--- src/rtl/sub_serial_unit.sv ---
// Bit-serial subtractor: computes A - B one bit per clock with a registered ripple borrow.
// Result layout mirrors the adder: difference low, borrow above it, zero padding on top.
module sub_serial_unit #(
   parameter int WIDTH     = 2,
   parameter int OUT_WIDTH = 4
) (
   input  logic                 clk,
   input  logic                 rst_n,
   input  logic                 start,
   input  logic [WIDTH-1:0]     A,
   input  logic [WIDTH-1:0]     B,
   output logic                 busy,
   output logic                 done,
   output logic [OUT_WIDTH-1:0] SUB_Out,
   output logic [1:0]           dbg_state
);

   localparam int CNT_W = $clog2(WIDTH + 1);
   localparam logic [CNT_W-1:0] LAST_CNT = CNT_W'(WIDTH - 1);

   typedef enum logic [1:0] {
      S_IDLE = 2'd0,
      S_RUN  = 2'd1,
      S_DONE = 2'd2
   } state_t;

   state_t                 state_q, state_d;
   logic [WIDTH-1:0]       a_q, a_d;
   logic [WIDTH-1:0]       b_q, b_d;
   logic [WIDTH-1:0]       diff_q, diff_d;
   logic                   br_q, br_d;
   logic [CNT_W-1:0]       cnt_q, cnt_d;
   logic [OUT_WIDTH-1:0]   sub_out_q, sub_out_d;

   logic                   bit_d;
   logic                   br_nxt;
   logic [WIDTH:0]         shift_full;
   logic [WIDTH-1:0]       diff_shift;
   logic [OUT_WIDTH-1:0]   result;

   // Full-subtractor cell on the operand LSBs; the new bit enters at the MSB so
   // that after WIDTH shifts bit i sits at position i.
   always_comb begin
      bit_d      = a_q[0] ^ b_q[0] ^ br_q;
      br_nxt     = (~a_q[0] & b_q[0]) | (~a_q[0] & br_q) | (b_q[0] & br_q);
      shift_full = {bit_d, diff_q};
      diff_shift = shift_full[WIDTH:1];
      result     = '0;
      result[WIDTH:0] = {br_nxt, diff_shift};
   end

   always_comb begin
      state_d   = state_q;
      a_d       = a_q;
      b_d       = b_q;
      diff_d    = diff_q;
      br_d      = br_q;
      cnt_d     = cnt_q;
      sub_out_d = sub_out_q;
      case (state_q)
         S_IDLE: begin
            if (start) begin
               a_d     = A;
               b_d     = B;
               diff_d  = '0;
               br_d    = 1'b0;
               cnt_d   = '0;
               state_d = S_RUN;
            end
         end
         S_RUN: begin
            a_d    = a_q >> 1;
            b_d    = b_q >> 1;
            diff_d = diff_shift;
            br_d   = br_nxt;
            cnt_d  = cnt_q + CNT_W'(1);
            if (cnt_q == LAST_CNT) begin
               sub_out_d = result;
               state_d   = S_DONE;
            end
         end
         S_DONE: begin
            // Start is deliberately not looked at here, so it cannot be queued.
            state_d = S_IDLE;
         end
         default: begin
            state_d = S_IDLE;
         end
      endcase
   end

   always_ff @(posedge clk or negedge rst_n) begin
      if (!rst_n) begin
         state_q   <= S_IDLE;
         a_q       <= '0;
         b_q       <= '0;
         diff_q    <= '0;
         br_q      <= 1'b0;
         cnt_q     <= '0;
         sub_out_q <= '0;
      end else begin
         state_q   <= state_d;
         a_q       <= a_d;
         b_q       <= b_d;
         diff_q    <= diff_d;
         br_q      <= br_d;
         cnt_q     <= cnt_d;
         sub_out_q <= sub_out_d;
      end
   end

   assign busy      = (state_q != S_IDLE);
   assign done      = (state_q == S_DONE);
   assign SUB_Out   = sub_out_q;
   assign dbg_state = state_q;

endmodule
--- config.mk ---
export PLATFORM = sky130hd
export DESIGN_NAME = sub_serial_unit
export DESIGN_NICKNAME = d
export VERILOG_FILES = /design/src/rtl/sub_serial_unit.sv
export SDC_FILE = /design/constraint.sdc
export NUM_CORES = 1
export LEC_CHECK = 0
export ABC_AREA = 1
export BUFFER_PORTS_ARGS = -buffer_cell sky130_fd_sc_hd__buf_2
export CAP_MARGIN = 10
export CORE_AREA = 2 2 39 41
export CTS_BUF_LIST = sky130_fd_sc_hd__clkbuf_4 sky130_fd_sc_hd__clkbuf_8 sky130_fd_sc_hd__clkbuf_16
export CTS_CLUSTER_SIZE = 10
export DETAILED_ROUTE_END_ITERATION = 7
export DIE_AREA = 0 0 41 43
export GPL_ROUTABILITY_DRIVEN = 1
export PLACE_DENSITY_LB_ADDON = 0.05
export SKIP_LAST_GASP = 1
export SYNTH_ARGS = -nofsm -noshare
export SYNTH_HDL_FRONTEND = slang
export SYNTH_SLANG_ARGS = --single-unit
--- constraint.sdc ---
create_clock -name clk -period 2.84 [get_ports clk]
set_clock_uncertainty 0.15 [all_clocks]
set_input_delay 0.568 -clock clk [delete_from_list [all_inputs] [get_ports clk]]
set_output_delay 0.568 -clock clk [all_outputs]
set_load 0.005 [all_outputs]
# Yosys cells after proc, flatten, opt, wreduce, memory -nomap -nowiden
# Index checks and enable logic that the tools add are counted.
dict set report totals {
  register_bits 14
  out_inout_bits 8
  elab_cells 39
}
dict set report classes {
  n_addsub 1
  eq_ne 5
  mux 12
  bitwise_logic 8
  n_reduce_logical 6
}
# operator count
set ops {}
lappend ops {{one-hot mux 2 bit (2 select lines)} 5}
lappend ops {{two-way mux 2 bit} 5}
lappend ops {{AND reduction 2 bit} 3}
lappend ops {{equality test 2 x 1 -> 1 bit, second input constant} 2}
lappend ops {{!= test 2 bit, second input constant} 2}
lappend ops {{nonzero test 2 bit} 2}
lappend ops {{AND 1 bit} 3}
lappend ops {{adder 2 x 1 -> 2 bit, second input constant} 1}
lappend ops {{equality test 2 bit, second input constant} 1}
lappend ops {{logical NOT 2 bit} 1}
lappend ops {{bitwise OR 1 bit} 2}
lappend ops {{one-hot mux 1 bit (2 select lines)} 1}
lappend ops {{XOR 1 bit} 2}
lappend ops {{two-way mux 1 bit} 1}
lappend ops {{inverter 1 bit} 1}

# Logic depth before layout (Yosys ltp)
dict set report depth {
  ltp_word 5
  ltp_mapped 6
  depth_no_buf 6
}

# Least setup slack after synthesis
# No wires, ideal clock.
dict set report synth_path {
  kind {flip-flop to output port}
  startpoint {reg state_q[0], in the netlist dbg_state[0]}
  endpoint {out busy}
  t_arrival_ps 743
  t_required_ps 2122
  slack_ps 1379
  stages_incl_launch_ff 4
  path_buffers 1
  cell_sequence {dfrtp_1 -> buf_6 -> nor2_1 -> inv_1}
}
dict set report synth_between {
  elab_chain_len 1
}
# item line
set synth_rtl {}
lappend synth_rtl {{start: declaration} 27} ;# state_t state_q, state_d;
lappend synth_rtl {{start signal: assignment} 102} ;# state_q <= state_d;
lappend synth_rtl {{nonzero test 2 bit} 112} ;# assign busy = (state_q != S_IDLE);
lappend synth_rtl {{end: declaration} 12} ;# output logic busy,
# Every way passes these cells.

# Worst setup path in the final report
# Ends and elaborated chain as after synthesis.

==> results_dict.tcl <==
set metrics [dict create \
    p_sw_share_pct 40.2 \
    status "completed" \
    intPower_w 0.000467 \
    synth_area_um2 609 \
    max_cap_violations 0 \
    powerDensity_nw_per_um2 1110 \
    gp_congestion 0.654 \
    post-cts-setup-buffers 0 \
    crit_arrival_ps 1210 \
    drive_gt1_share_pct 27.5 \
    post-route-min-period_ps 1930 \
    tritoncts "built" \
    final_common_cell "nand2_1" \
    coreArea_um2 1380 \
    combPwrFrac_pct 41.7 \
    min_path_type "in2async" \
    fin_ws_ps 907 \
    hpwlAfterDp_um 755 \
    multi_input_area_um2 228 \
    max-vdd-ir-drop_uv 515 \
    ys_ff_latch 13 \
    hold_buffers 0 \
    regArea_um2 325 \
    final_cell_mix "nand2_1 (18), dfrtp_1 (13), buf_2 (13)" \
    finalHoldViolations 0 \
    syn_area_per_cell_um2 9.37 \
    rows 14 \
    ff2ff_path_depth 3 \
    p_seq_share_pct 42.7 \
    htreeDepth 1 \
    grt_max_degree 14 \
    grt_pass1_vias 433 \
    num_antenna_cells 0 \
    route.detailed.drc 0 \
    p_clk_share_pct 15.6 \
    worst_ep_required_time_ps 2120 \
    cts_root_buf "clkbuf_4" \
    layout.nets 90 \
    setup_violations 0 \
    rsz0062_at_grt "no" \
    synth-warning-count 0 \
    critPathLaunch "dbg_state[0]" \
    postSynthCellCount 65 \
    port_buffers 13 \
    timing.fmax_ghz 0.517 \
    cts.repair.resized 0 \
    syn-num-nets 74 \
    pre_cts_ws_ps 1190 \
    clkSlewWorstSetupHoldPaths_ps 70 \
    overflow 0 \
    slew_viol_final 0 \
    numCtsBuffers 3 \
    cp_max_fo 9 \
    yosysUniqueCellTypes 17 \
    track_usage_pct 16.0 \
    ys_seq_area_share_pct 53.4 \
    dr.pass1.iters 1 \
    ios 15 \
    ctsLongestPathBuffers 2 \
    via_per_inst 4.54 \
    drt_iter0_drc 0 \
    fin_crit_sh_pct 68.1 \
    die_w_um 41 \
    die_height_um 43 \
    fin_tns_setup_ps 0 \
    p_sw_w 0.000314 \
    worstSetupPathType "reg2out" \
    p_leak_nw 0.381 \
    area_growth_pct 15.8 \
    worstSkewPairLatency_ps 280 \
    post_drt_wl_per_cell_um 10.5 \
    via_count 436 \
    startpoint_type "flip-flop" \
    clock-sinks 13 \
    grt_pass1_wl_um 1810 \
    drt_wl_total_um 1010 \
    start_util_pct 44.0 \
    antenna_found_initial 0 \
    dieArea_um2 1760 \
    antenna_left 0 \
    fillers 145 \
    rr_startpoint "a_q[0]" \
    cp-end-kind "primary output" \
]
==> synthesized netlist by cell type <==
| cell type | number | area, um2 |
|---|---|---|
| nand2_1 | 18 | 67.6 |
| dfrtp_1 | 13 | 325 |
| inv_1 | 9 | 33.8 |
| o21ai_0 | 8 | 40.0 |
| nand3_1 | 4 | 20.0 |
| nor2_1 | 2 | 7.51 |
| a21oi_1 | 1 | 5.00 |
| buf_4 | 1 | 7.51 |
| buf_6 | 1 | 11.3 |
| conb_1 | 1 | 3.75 |
| fa_1 | 1 | 20.0 |
| ha_1 | 1 | 12.5 |
| inv_2 | 1 | 3.75 |
| nand2_2 | 1 | 6.26 |
| nand2_4 | 1 | 11.3 |
| nand3_4 | 1 | 17.5 |
| o21ai_4 | 1 | 16.3 |
==> cell families after synthesis <==
family | after synthesis | synth area share, %
and+or+nand+nor | 27 | 21.4
buffers and inverters | 12 | 9.24
AOI/OAI and AO/OA | 10 | 10.1
DFF | 13 | 53.4
adders and majority gates | 2 | 5.34
other | 1 | 0.615
==> flip-flops by register name, indices dropped and copies added, names as in the netlist <==
register   flops
SUB_Out        3
diff_q         1
a_q            2
br_q           1
cnt_q          2
dbg_state      2
b_q            2
==> layout make-up <==
cell class	count	share of cell area (%)
clock buffer	4	4.26
inverter	10	5.32
multi-input combinational	40	32.3
sequential	13	46.1
tap	16	2.84
timing repair buffer	13	9.22
==> power by group through the flow <==
stage / Sequential, W / Combinational [W] / Clock (W)
after floorplan: 0.000314 / 0.000266 / 0
after global placement: 0.000334 / 0.000329 / 0
after detailed placement: 0.000338 / 0.000334 / 0
after CTS: 0.000334 / 0.000335 / 0.000129
after global routing: 0.000349 / 0.000392 / 0.000137
final: 0.000333 / 0.000326 / 0.000122
==> worst max-delay path: stages (launching register included) <==
cell and delay [ps]:
dfrtp_1 530, nor2_1 230, inv_1 50, buf_2 120
==> routing by layer <==
metal  up-vias  GRT usage (%)  share of wire (%)
met5         -              0                  0
met4         0           10.0                2.8
met3         3           4.71                6.4
met2        12           21.6                 41
met1       195           21.9                 49
li1        226              -                  -
==> per-stage QoR <==
step | hold WS, ps | cells | util, % | power (W) | area [um2]
finish | 15.9 | 96 | 51.0 | 0.000781 | 706
global route | 34.7 | 96 | 51.0 | 0.000878 | 706
CTS | 14.9 | 96 | 51.0 | 0.000798 | 706
detailed placement | 314 | 92 | 48.8 | 0.000672 | 676
global placement | 308 | 92 | 48.8 | 0.000664 | 676
floorplan | 122 | 65 | - | 0.000579 | 609
==> path summary, 6_finish.rpt <==
kind	endpoint	slack (ps)
setup / recovery	busy	910
hold / removal	b_q[1]	20
setup reg to reg	SUB_Out[1]	1550
hold reg to reg	SUB_Out[0]	330
max in group asynchronous	dbg_state[0]	2300
min in group clk	SUB_Out[0]	330
(Power assumes the default switching activity.)
